## config.mk

```make
export PLATFORM = sky130hd
export DESIGN_NAME = brent_kung_sub32_pipe
export DESIGN_NICKNAME = d
export VERILOG_FILES = /design/src/rtl/brent_kung_sub32_pipe_pkg.sv /design/src/rtl/brent_kung_sub32_pipe_stage.sv /design/src/rtl/brent_kung_sub32_pipe.sv
export SDC_FILE = /design/constraint.sdc
export NUM_CORES = 1
export LEC_CHECK = 0
export ABC_AREA = 1
export CAP_MARGIN = 15
export CORE_UTILIZATION = 37
export DETAILED_ROUTE_END_ITERATION = 8
export HOLD_SLACK_MARGIN = 0.1
export PLACE_DENSITY = 0.66
export SETUP_SLACK_MARGIN = 0.05
export SLEW_MARGIN = 20
export SYNTH_ARGS = -nofsm -noshare
export SYNTH_HDL_FRONTEND = slang
export SYNTH_SLANG_ARGS = --single-unit
export TNS_END_PERCENT = 5
```

## constraint.sdc

```tcl
create_clock -name Clk -period 15.4 [get_ports Clk]
set_input_delay 1.54 -clock Clk [delete_from_list [all_inputs] [get_ports Clk]]
set_output_delay 1.54 -clock Clk [all_outputs]
set_load 0.03 [all_outputs]
```

## src/rtl/brent_kung_sub32_pipe_pkg.sv

```systemverilog
// Shared Brent-Kung prefix types and cell functions, common to the adder library.
package bk_pkg;

  localparam int BK_WIDTH = 32;
  localparam int LOG2W    = $clog2(BK_WIDTH);

  typedef struct packed {
    logic g;
    logic p;
  } gp_t;

  typedef gp_t [BK_WIDTH-1:0] gp_vec_t;

  function automatic gp_t bk_black(input gp_t gp_hi, input gp_t gp_lo);
    gp_t r;
    r.g = gp_hi.g | (gp_hi.p & gp_lo.g);
    r.p = gp_hi.p & gp_lo.p;
    return r;
  endfunction

  // Gray cell: the low side is already a complete prefix, so only its generate matters.
  function automatic gp_t bk_gray(input gp_t gp_hi, input logic g_lo);
    gp_t r;
    r.g = gp_hi.g | (gp_hi.p & g_lo);
    r.p = gp_hi.p;
    return r;
  endfunction

endpackage

```

## src/rtl/brent_kung_sub32_pipe_stage.sv

```systemverilog
// One pipeline stage: valid bit plus data register, advancing when empty or drained downstream.
module bk_pipe_stage #(
  parameter int DW = 8
) (
  input  logic          Clk,
  input  logic          Rst,
  input  logic          valid_i,
  input  logic          adv_next_i,
  input  logic [DW-1:0] data_i,
  output logic          adv_o,
  output logic          valid_o,
  output logic [DW-1:0] data_o
);

  logic          valid_q;
  logic [DW-1:0] data_q;

  assign adv_o   = ~valid_q | adv_next_i;
  assign valid_o = valid_q;
  assign data_o  = data_q;

  always_ff @(posedge Clk or posedge Rst) begin
    if (Rst) begin
      valid_q <= 1'b0;
      data_q  <= '0;
    end else if (adv_o) begin
      valid_q <= valid_i;
      if (valid_i) begin
        data_q <= data_i;
      end
    end
  end

endmodule

```

## src/rtl/brent_kung_sub32_pipe.sv

```systemverilog
// Three-stage Brent-Kung subtractor D = A - B - Bin with valid/ready handshake.
// Defining SUB_FLAGS_EN adds registered Z/N/V flag outputs.
module brent_kung_sub32_pipe
  import bk_pkg::*;
#(
  parameter int WIDTH = BK_WIDTH
) (
  input  logic             Clk,
  input  logic             Rst,
  input  logic             InValid,
  output logic             InReady,
  input  logic [WIDTH-1:0] A,
  input  logic [WIDTH-1:0] B,
  input  logic             Bin,
  output logic             OutValid,
  input  logic             OutReady,
  output logic [WIDTH-1:0] D,
  output logic             Bout
`ifdef SUB_FLAGS_EN
  ,
  output logic             Z,
  output logic             N,
  output logic             V
`endif
);

  localparam int LW = $clog2(WIDTH);

  typedef struct packed {
    logic [WIDTH-1:0] p;
    logic [WIDTH-1:0] g;
    logic             c0;
`ifdef SUB_FLAGS_EN
    logic             aMsb;
    logic             bMsb;
`endif
  } s1_t;

  typedef struct packed {
    gp_t [WIDTH-1:0]  gp;
    logic [WIDTH-1:0] p;
    logic             c0;
`ifdef SUB_FLAGS_EN
    logic             aMsb;
    logic             bMsb;
`endif
  } s2_t;

  typedef struct packed {
    logic [WIDTH-1:0] d;
    logic             bout;
`ifdef SUB_FLAGS_EN
    logic             z;
    logic             n;
    logic             v;
`endif
  } s3_t;

  s1_t  s1_d, s1_q;
  s2_t  s2_d, s2_q;
  s3_t  s3_d, s3_q;
  logic adv1, adv2, adv3;
  logic v1, v2, v3;

  // Subtraction as A + ~B + ~Bin; the carry-in is folded into bit 0's generate.
  always_comb begin
    s1_d      = '0;
    s1_d.c0   = ~Bin;
    s1_d.p    = A ^ ~B;
    s1_d.g    = A & ~B;
    s1_d.g[0] = (A[0] & ~B[0]) | ((A[0] ^ ~B[0]) & ~Bin);
`ifdef SUB_FLAGS_EN
    s1_d.aMsb = A[WIDTH-1];
    s1_d.bMsb = B[WIDTH-1];
`endif
  end

  // Up-sweep: after level l, every index i with (i+1) divisible by 2^(l+1) spans 2^(l+1) bits.
  always_comb begin
    gp_t [WIDTH-1:0] up;
    up   = '0;
    s2_d = '0;
    for (int i = 0; i < WIDTH; i++) begin
      up[i].g = s1_q.g[i];
      up[i].p = s1_q.p[i];
    end
    for (int l = 0; l < LW; l++) begin
      for (int i = 0; i < WIDTH; i++) begin
        if (((i + 1) % (1 << (l + 1))) == 0) begin
          up[i] = bk_black(up[i], up[i - (1 << l)]);
        end
      end
    end
    s2_d.gp = up;
    s2_d.p  = s1_q.p;
    s2_d.c0 = s1_q.c0;
`ifdef SUB_FLAGS_EN
    s2_d.aMsb = s1_q.aMsb;
    s2_d.bMsb = s1_q.bMsb;
`endif
  end

  // Down-sweep fills the remaining prefixes with gray cells, then the sum XOR.
  always_comb begin
    gp_t [WIDTH-1:0]  dn;
    logic [WIDTH:0]   carry;
    dn   = s2_q.gp;
    s3_d = '0;
    for (int l = LW - 2; l >= 0; l--) begin
      for (int i = 0; i < WIDTH; i++) begin
        if ((i >= 3 * (1 << l) - 1) && (((i + 1) % (1 << (l + 1))) == (1 << l))) begin
          dn[i] = bk_gray(dn[i], dn[i - (1 << l)].g);
        end
      end
    end
    carry[0] = s2_q.c0;
    for (int i = 0; i < WIDTH; i++) begin
      carry[i+1] = dn[i].g;
    end
    s3_d.d    = s2_q.p ^ carry[WIDTH-1:0];
    s3_d.bout = ~carry[WIDTH];
`ifdef SUB_FLAGS_EN
    s3_d.z = (s3_d.d == '0);
    s3_d.n = s3_d.d[WIDTH-1];
    s3_d.v = (s2_q.aMsb ^ s2_q.bMsb) & (s3_d.d[WIDTH-1] ^ s2_q.aMsb);
`endif
  end

  bk_pipe_stage #(.DW($bits(s1_t))) u_s1 (
    .Clk        (Clk),
    .Rst        (Rst),
    .valid_i    (InValid),
    .adv_next_i (adv2),
    .data_i     (s1_d),
    .adv_o      (adv1),
    .valid_o    (v1),
    .data_o     (s1_q)
  );

  bk_pipe_stage #(.DW($bits(s2_t))) u_s2 (
    .Clk        (Clk),
    .Rst        (Rst),
    .valid_i    (v1),
    .adv_next_i (adv3),
    .data_i     (s2_d),
    .adv_o      (adv2),
    .valid_o    (v2),
    .data_o     (s2_q)
  );

  bk_pipe_stage #(.DW($bits(s3_t))) u_s3 (
    .Clk        (Clk),
    .Rst        (Rst),
    .valid_i    (v2),
    .adv_next_i (OutReady),
    .data_i     (s3_d),
    .adv_o      (adv3),
    .valid_o    (v3),
    .data_o     (s3_q)
  );

  assign InReady  = adv1;
  assign OutValid = v3;
  assign D        = s3_q.d;
  assign Bout     = s3_q.bout;
`ifdef SUB_FLAGS_EN
  assign Z = s3_q.z;
  assign N = s3_q.n;
  assign V = s3_q.v;
`endif

endmodule

```

==> impl_metrics.csv, run 1 <==
group,metric,value,unit
status,status,"completed",
die,num_rows,53,
worst_setup_path,crit_type,"input port to primary output",
cells_and_area,drive_gt1_frac,0.0440,
power_and_ir_drop,p_leak,4.78,nW
clocking,numCtsBuffers,17,
synthesis,synthMuxAreaShare,0,
worst_setup_path,path_buf_inv,3,
placement,hpwl,10800,um
worst_setup_path,worstPathMaxFanout,3,
timing,fin_tns_setup,0,ns
synthesis,synth_area,7880,um^2
placement,dpl_cell_area,9100,um^2
grt,grt_pass1_vias,5646,
die,fp.coreArea,21000,um^2
detailed_routing,drc_errors,0,
synthesis,ys_ff_latch,177,
detailed_routing,routed_wl,15900,um
clocking,clock_sinks,177,
synthesis,synth-edff-count,0,
worst_setup_path,cpMaxStageDelayCell,"clkdlybuf4s50_1",
timing,period_share,0.292,
cells_and_area,syn_to_final_growth,22.4,%
synthesis,yosysWarnings,0,
worst_setup_path,cp-start-kind,"input port",
timing,worst_pin_slew,0.963,ns
clocking,h-tree-depth,4,
clocking,cts.repair.resized,0,
synthesis,postSynthAreaPerCell,9.03,um^2
clocking,cts_root_buffer,"clkbuf_16",
clocking,ctsLongestPathBuffers,2,
detailed_routing,ant_nets,0,
worst_setup_path,setup.worst_path.end_class,"primary output",
worst_setup_path,reg2reg_from,"u_s2.valid_o$_DFFE_PP0P_",
worst_setup_path,critPathTopFamily,"buffers and inverters",
worst_setup_path,reg2reg_to,"u_s1.data_o[1]$_DFFE_PP0P_",
power_and_ir_drop,peakVddDrop,70.1,uV
timing,finalSetupViolations,0,
power_and_ir_drop,cellInternalPower,1.03,mW
die,start_util,0.376,
synthesis,netlist.area_leader.share,0.562,
power_and_ir_drop,swShare,0.351,
clocking,clk_pin_slew,0.06,ns
worst_setup_path,rr_worst_depth,8,
grt,grt_max_degree,108,
detailed_routing,routedWlPerCell,12.7,um
detailed_routing,viasPerCell,4.48,
hold_path,holdPathEnd,"u_s3.data_o[0]$_DFFE_PP0P_",
synthesis,synthFlopType,"dfrtp_1",
hold_path,hp-class,"flip-flop to flip-flop",
timing,finalCriticalPeriod,4.49,ns
die,ios,104,
synthesis,synth-xor-area-share,0.0189,
cells_and_area,nets,1080,
clocking,clk_latency,0.43,ns
cells_and_area,diodes,0,
cells_and_area,fin_area,9650,um^2
job,drv_cap,0,
grt,antenna_found_initial,0,
timing,max_clock_freq,223,MHz
clocking,hold_buffers,0,
synthesis,synth_top_family_by_area,"simple AND/OR/NAND/NOR gates",
synthesis,synth_compound_area_frac,0.105,
synthesis,postSynthCellCount,873,
detailed_routing,first_pass_iters,4,
die,die_y,148,um
cells_and_area,fillers,2092,
clocking,postCtsSetupRepairBufs,0,
hold_path,min_path_cells,1,
grt,track_usage,0.159,
grt,grt_first_pass_wirelength,27300,um
synthesis,ys_top_cells_by_area,"dfrtp_1, nand2_1, ha_1",
detailed_routing,vias,5606,
timing,skew,0.00772,ns
worst_setup_path,r2r_slack,13.02,ns
synthesis,async_reset_ff_frac,1.00,
timing,hold_viol,0,
synthesis,yosys.area_share.simple,0.164,
power_and_ir_drop,p_seq_frac,0.432,
synthesis,synthTopCellsByCount,"nand2_1, dfrtp_1, inv_1",
synthesis,synthAdderAreaFrac,0.0746,
power_and_ir_drop,power_frac_clock,0.253,
timing,slew_headroom,0.358,
synthesis,ys_seq_area_frac,0.562,
synthesis,synth.net_count,989,
power_and_ir_drop,switchingPower,555,uW
power_and_ir_drop,combPwrFrac,0.315,
hold_path,hold_start,"u_s2.data_o[96]$_DFFE_PP0P_",
placement,gp_congestion,0.769,
synthesis,synth_cell_types,25,
timing,hold_slack,0.467,ns
synthesis,yosysMostFrequentCell,"nand2_1",
timing,rsz0062_at_grt,"false",
worst_setup_path,cp.arrival,2.95,ns
timing,slew_violations,0,
clocking,cts_tree,"done",
worst_setup_path,worst_ep_required_time,13.86,ns
placement,portBuffers,103,
power_and_ir_drop,power.density,164,nW/um^2
worst_setup_path,cp_slowest_stage_delay,0.67,ns
detailed_routing,drtIter0Drc,319,
worst_setup_path,path_cells,"clkdlybuf4s50_1 > inv_1 > nand2_2 > nor2_4 > nand2_2 > clkdlybuf4s50_1",
grt,grt_overflow,0,
die,fp.dieW,148,um
synthesis,yosysTopAreaCell,"dfrtp_1",
die,die_area,21900,um^2
[kinds of logic after synthesis]
logic type      count (synthesis)
xor+xnor                       17
compound gates                158
fa+ha+maj                      47
simple gates                  333
flops                         177
buf+inv                       141
[power groups by stage]
stage                     Clock [mW]  Sequential [mW]  Combinational (mW)
after floorplan                    0            0.757               0.257
after global placement             0            0.686               0.497
after detailed placement           0            0.692               0.504
after CTS                      0.410            0.685               0.508
after global routing           0.429            0.702               0.563
final                          0.400            0.683               0.498
[area by class of cell]
class	instances	area, um^2	share of cell area
inverter	106	404	0.0419
sequential	177	4430	0.459
clock inverter	7	51.3	0.00532
timing repair buffer	107	1060	0.110
tap	275	344	0.0357
multi-input combinational	555	2860	0.297
clock buffer	25	495	0.0514
[sequential cells by signal (all words and copies together), names as in the netlist]
name          flops
u_s2.valid_o      1
u_s1.data_o      65
u_s1.valid_o      1
u_s3.data_o      33
u_s2.data_o      76
u_s3.valid_o      1
[worst reg2reg max path, cell delays in order (launching register included)]
cell      delay, ns
dfrtp_1        0.38
inv_2          0.07
nor2_4         0.12
nand2_2        0.09
nand2_4        0.21
clkinv_2       0.59
buf_4          0.52
nand2_1        0.16
o221ai_1       0.10
[worst max-delay path by stage]
stage | startpoint | end | slack (ns) | depth (start not counted)
6_report | OutReady | InReady | 10.91 | 6
5_1_grt | OutReady | InReady | 10.84 | 6
4_1_cts | OutReady | InReady | 10.89 | 6
3_5_place_dp | OutReady | InReady | 10.89 | 6
3_3_place_gp | OutReady | InReady | 10.92 | 6
2_1_floorplan | Rst | u_s1.data_o[0]$_DFFE_PP0P_ | 9.06 | 1
[metrics by stage]
stage	power, mW	utilization	cells	worst slack, ns
final	1.58	0.460	1252	10.91
after global routing	1.69	0.460	1252	10.84
after CTS	1.60	0.460	1252	10.89
after detailed placement	1.20	0.434	1220	10.89
after global placement	1.18	0.434	1220	10.92
after floorplan	1.01	-	873	9.06
[per-layer routing]
metal,part of all wire,track usage
met1,0.48,0.208
met4,0.012,0.0526
met5,0,0
met3,0.025,0.0324
met2,0.48,0.263
[cells in the final DEF (no fill, tap or decap), types with 2 or more instances in the layout]
cell	count
nand2_1	285
dfrtp_1	177
clkdlybuf4s50_1	103
inv_1	101
o21ai_0	98
ha_1	47
o21ai_1	31
nor2_1	28
clkbuf_16	17
xor2_1	15
a21oi_1	11
a31oi_1	9
nand3_1	8
nor3_1	6
a21o_1	4
clkbuf_1	4
clkbuf_8	4
buf_4	4
inv_2	3
nand2_2	3
clkinv_2	3
nand2_4	2
xnor2_1	2
o21bai_1	2
inv_6	2
o31ai_1	2
clkinvlp_4	2
clkinv_4	2
Note: power is estimated with default switching activity, not from simulation.
==> inputs of run 2 (changes only) <==
Clock period 15.4 ns to 4.3 ns, I/O delays scaled along.
==> impl_metrics.csv, run 2 (same netlist as run 1, synthesis figures left out) <==
group,metric,value,unit
status,status,"completed",
die,fp.coreArea,21000,um^2
clocking,cts.repair.resized,0,
die,start_util,0.376,
timing,finalSetupViolations,0,
grt,grt_max_degree,108,
grt,grt_overflow,0,
timing,slew_headroom,0.378,
clocking,cts_root_buffer,"clkbuf_16",
grt,track_usage,0.161,
cells_and_area,syn_to_final_growth,23.5,%
placement,dpl_cell_area,9150,um^2
hold_path,hp-class,"input port to asynchronous set/reset pin",
timing,fin_tns_setup,0,ns
worst_setup_path,worstPathMaxFanout,3,
cells_and_area,fin_area,9730,um^2
worst_setup_path,cp_slowest_stage_delay,0.67,ns
clocking,cts_tree,"done",
placement,hpwl,11100,um
clocking,postCtsSetupRepairBufs,0,
worst_setup_path,cp-start-kind,"input port",
die,num_rows,53,
detailed_routing,viasPerCell,4.53,
cells_and_area,largest_reg_flops,76,
worst_setup_path,setup.worst_path.end_class,"primary output",
timing,hold_slack,0.403,ns
worst_setup_path,cpMaxStageDelayCell,"clkdlybuf4s50_1",
power_and_ir_drop,power_frac_clock,0.265,
timing,hold_viol,0,
detailed_routing,routed_wl,16000,um
clocking,ctsLongestPathBuffers,2,
die,fp.dieW,148,um
cells_and_area,layout_commonest_cell,"nand2_1",
power_and_ir_drop,switchingPower,1.96,mW
power_and_ir_drop,power.density,593,nW/um^2
clocking,numCtsBuffers,17,
grt,antenna_found_initial,0,
clocking,clk_latency,0.43,ns
worst_setup_path,worst_ep_required_time,3.87,ns
cells_and_area,layout_common_cells,"nand2_1, dfrtp_1, clkdlybuf4s50_1",
grt,grt_pass1_vias,5732,
detailed_routing,routedWlPerCell,12.8,um
timing,slew_violations,0,
cells_and_area,drive_gt1_frac,0.0460,
clocking,hold_buffers,0,
job,drv_cap,0,
detailed_routing,drtIter0Drc,323,
power_and_ir_drop,p_leak,4.82,nW
clocking,clk_pin_slew,0.06,ns
power_and_ir_drop,peakVddDrop,235,uV
die,die_area,21900,um^2
worst_setup_path,crit_type,"input port to primary output",
placement,portBuffers,103,
detailed_routing,vias,5683,
detailed_routing,first_pass_iters,6,
detailed_routing,drc_errors,0,
cells_and_area,multi_input_area,2860,um^2
clocking,h-tree-depth,4,
power_and_ir_drop,combPwrFrac,0.312,
cells_and_area,fillers,2090,
timing,skew,0.00456,ns
placement,gp_congestion,0.766,
power_and_ir_drop,swShare,0.340,
cells_and_area,nets,1083,
timing,rsz0062_at_grt,"false",
die,ios,104,
cells_and_area,diodes,0,
worst_setup_path,path_cells,"clkdlybuf4s50_1 > inv_1 > nand2_2 > nor2_4 > nand2_2 > clkdlybuf4s50_1",
power_and_ir_drop,p_seq_frac,0.424,
die,die_y,148,um
grt,grt_first_pass_wirelength,27400,um
power_and_ir_drop,cellInternalPower,3.80,mW
clocking,clock_sinks,177,
worst_setup_path,cp.arrival,1.84,ns
timing,period_share,0.528,
timing,worst_pin_slew,0.933,ns
timing,finalCriticalPeriod,2.27,ns
cells_and_area,seq_area,4430,um^2
timing,max_clock_freq,441,MHz
detailed_routing,ant_nets,0,
run 2: area by class of cell:
class                      count  share of cell area
clock inverter                 5             0.00772
timing repair buffer         110               0.114
clock buffer                  26              0.0523
inverter                     106              0.0414
tap                          275              0.0354
multi-input combinational    555               0.294
sequential                   177               0.455
run 2: critical path, delay by kind of cell:
family        cells  cell delay, ns
simple gates      3            0.23
buf+inv           3            1.18
run 2: per-layer routing:
metal  GRT usage  wire length (um)
met1       0.200              7420
met2       0.269              7590
met3      0.0407               755
met4      0.0582               235
met5           0                 0
run 2: path summary, 6_finish.rpt:
check                                       startpoint                          end  slack (ns)  depth (start not counted)
setup / recovery                              OutReady                      InReady        2.03                          6
hold / removal                                     Rst  u_s3.data_o[20]$_DFFE_PP0P_        0.40                          2
setup reg to reg              u_s3.valid_o$_DFFE_PP0P_   u_s1.data_o[1]$_DFFE_PP0P_        2.45                          8
hold reg to reg            u_s3.data_o[25]$_DFFE_PP0P_  u_s3.data_o[25]$_DFFE_PP0P_        0.48                          2
max in group asynchronous                          Rst  u_s1.data_o[15]$_DFFE_PP0P_        3.03                          3
min in group Clk           u_s3.data_o[25]$_DFFE_PP0P_  u_s3.data_o[25]$_DFFE_PP0P_        0.48                          2
run 2: metrics by stage:
| stage | utilization | power [mW] | setup WS (ns) | cells |
|---|---|---|---|---|
| 2_1_floorplan | - | 3.63 | 1.60 | 873 |
| 5_1_grt | 0.464 | 6.17 | 1.98 | 1254 |
| 4_1_cts | 0.464 | 5.84 | 2.02 | 1254 |
| 6_report | 0.464 | 5.76 | 2.03 | 1254 |
| 3_5_place_dp | 0.436 | 4.30 | 1.92 | 1223 |
| 3_3_place_gp | 0.436 | 4.25 | 1.93 | 1223 |
run 2: power by group through the flow:
stage	clock network [mW]	registers [mW]	logic [mW]
floorplan	0	2.71	0.919
global placement	0	2.46	1.80
detailed placement	0	2.47	1.83
CTS	1.56	2.44	1.84
global route	1.63	2.51	2.03
finish	1.53	2.44	1.80
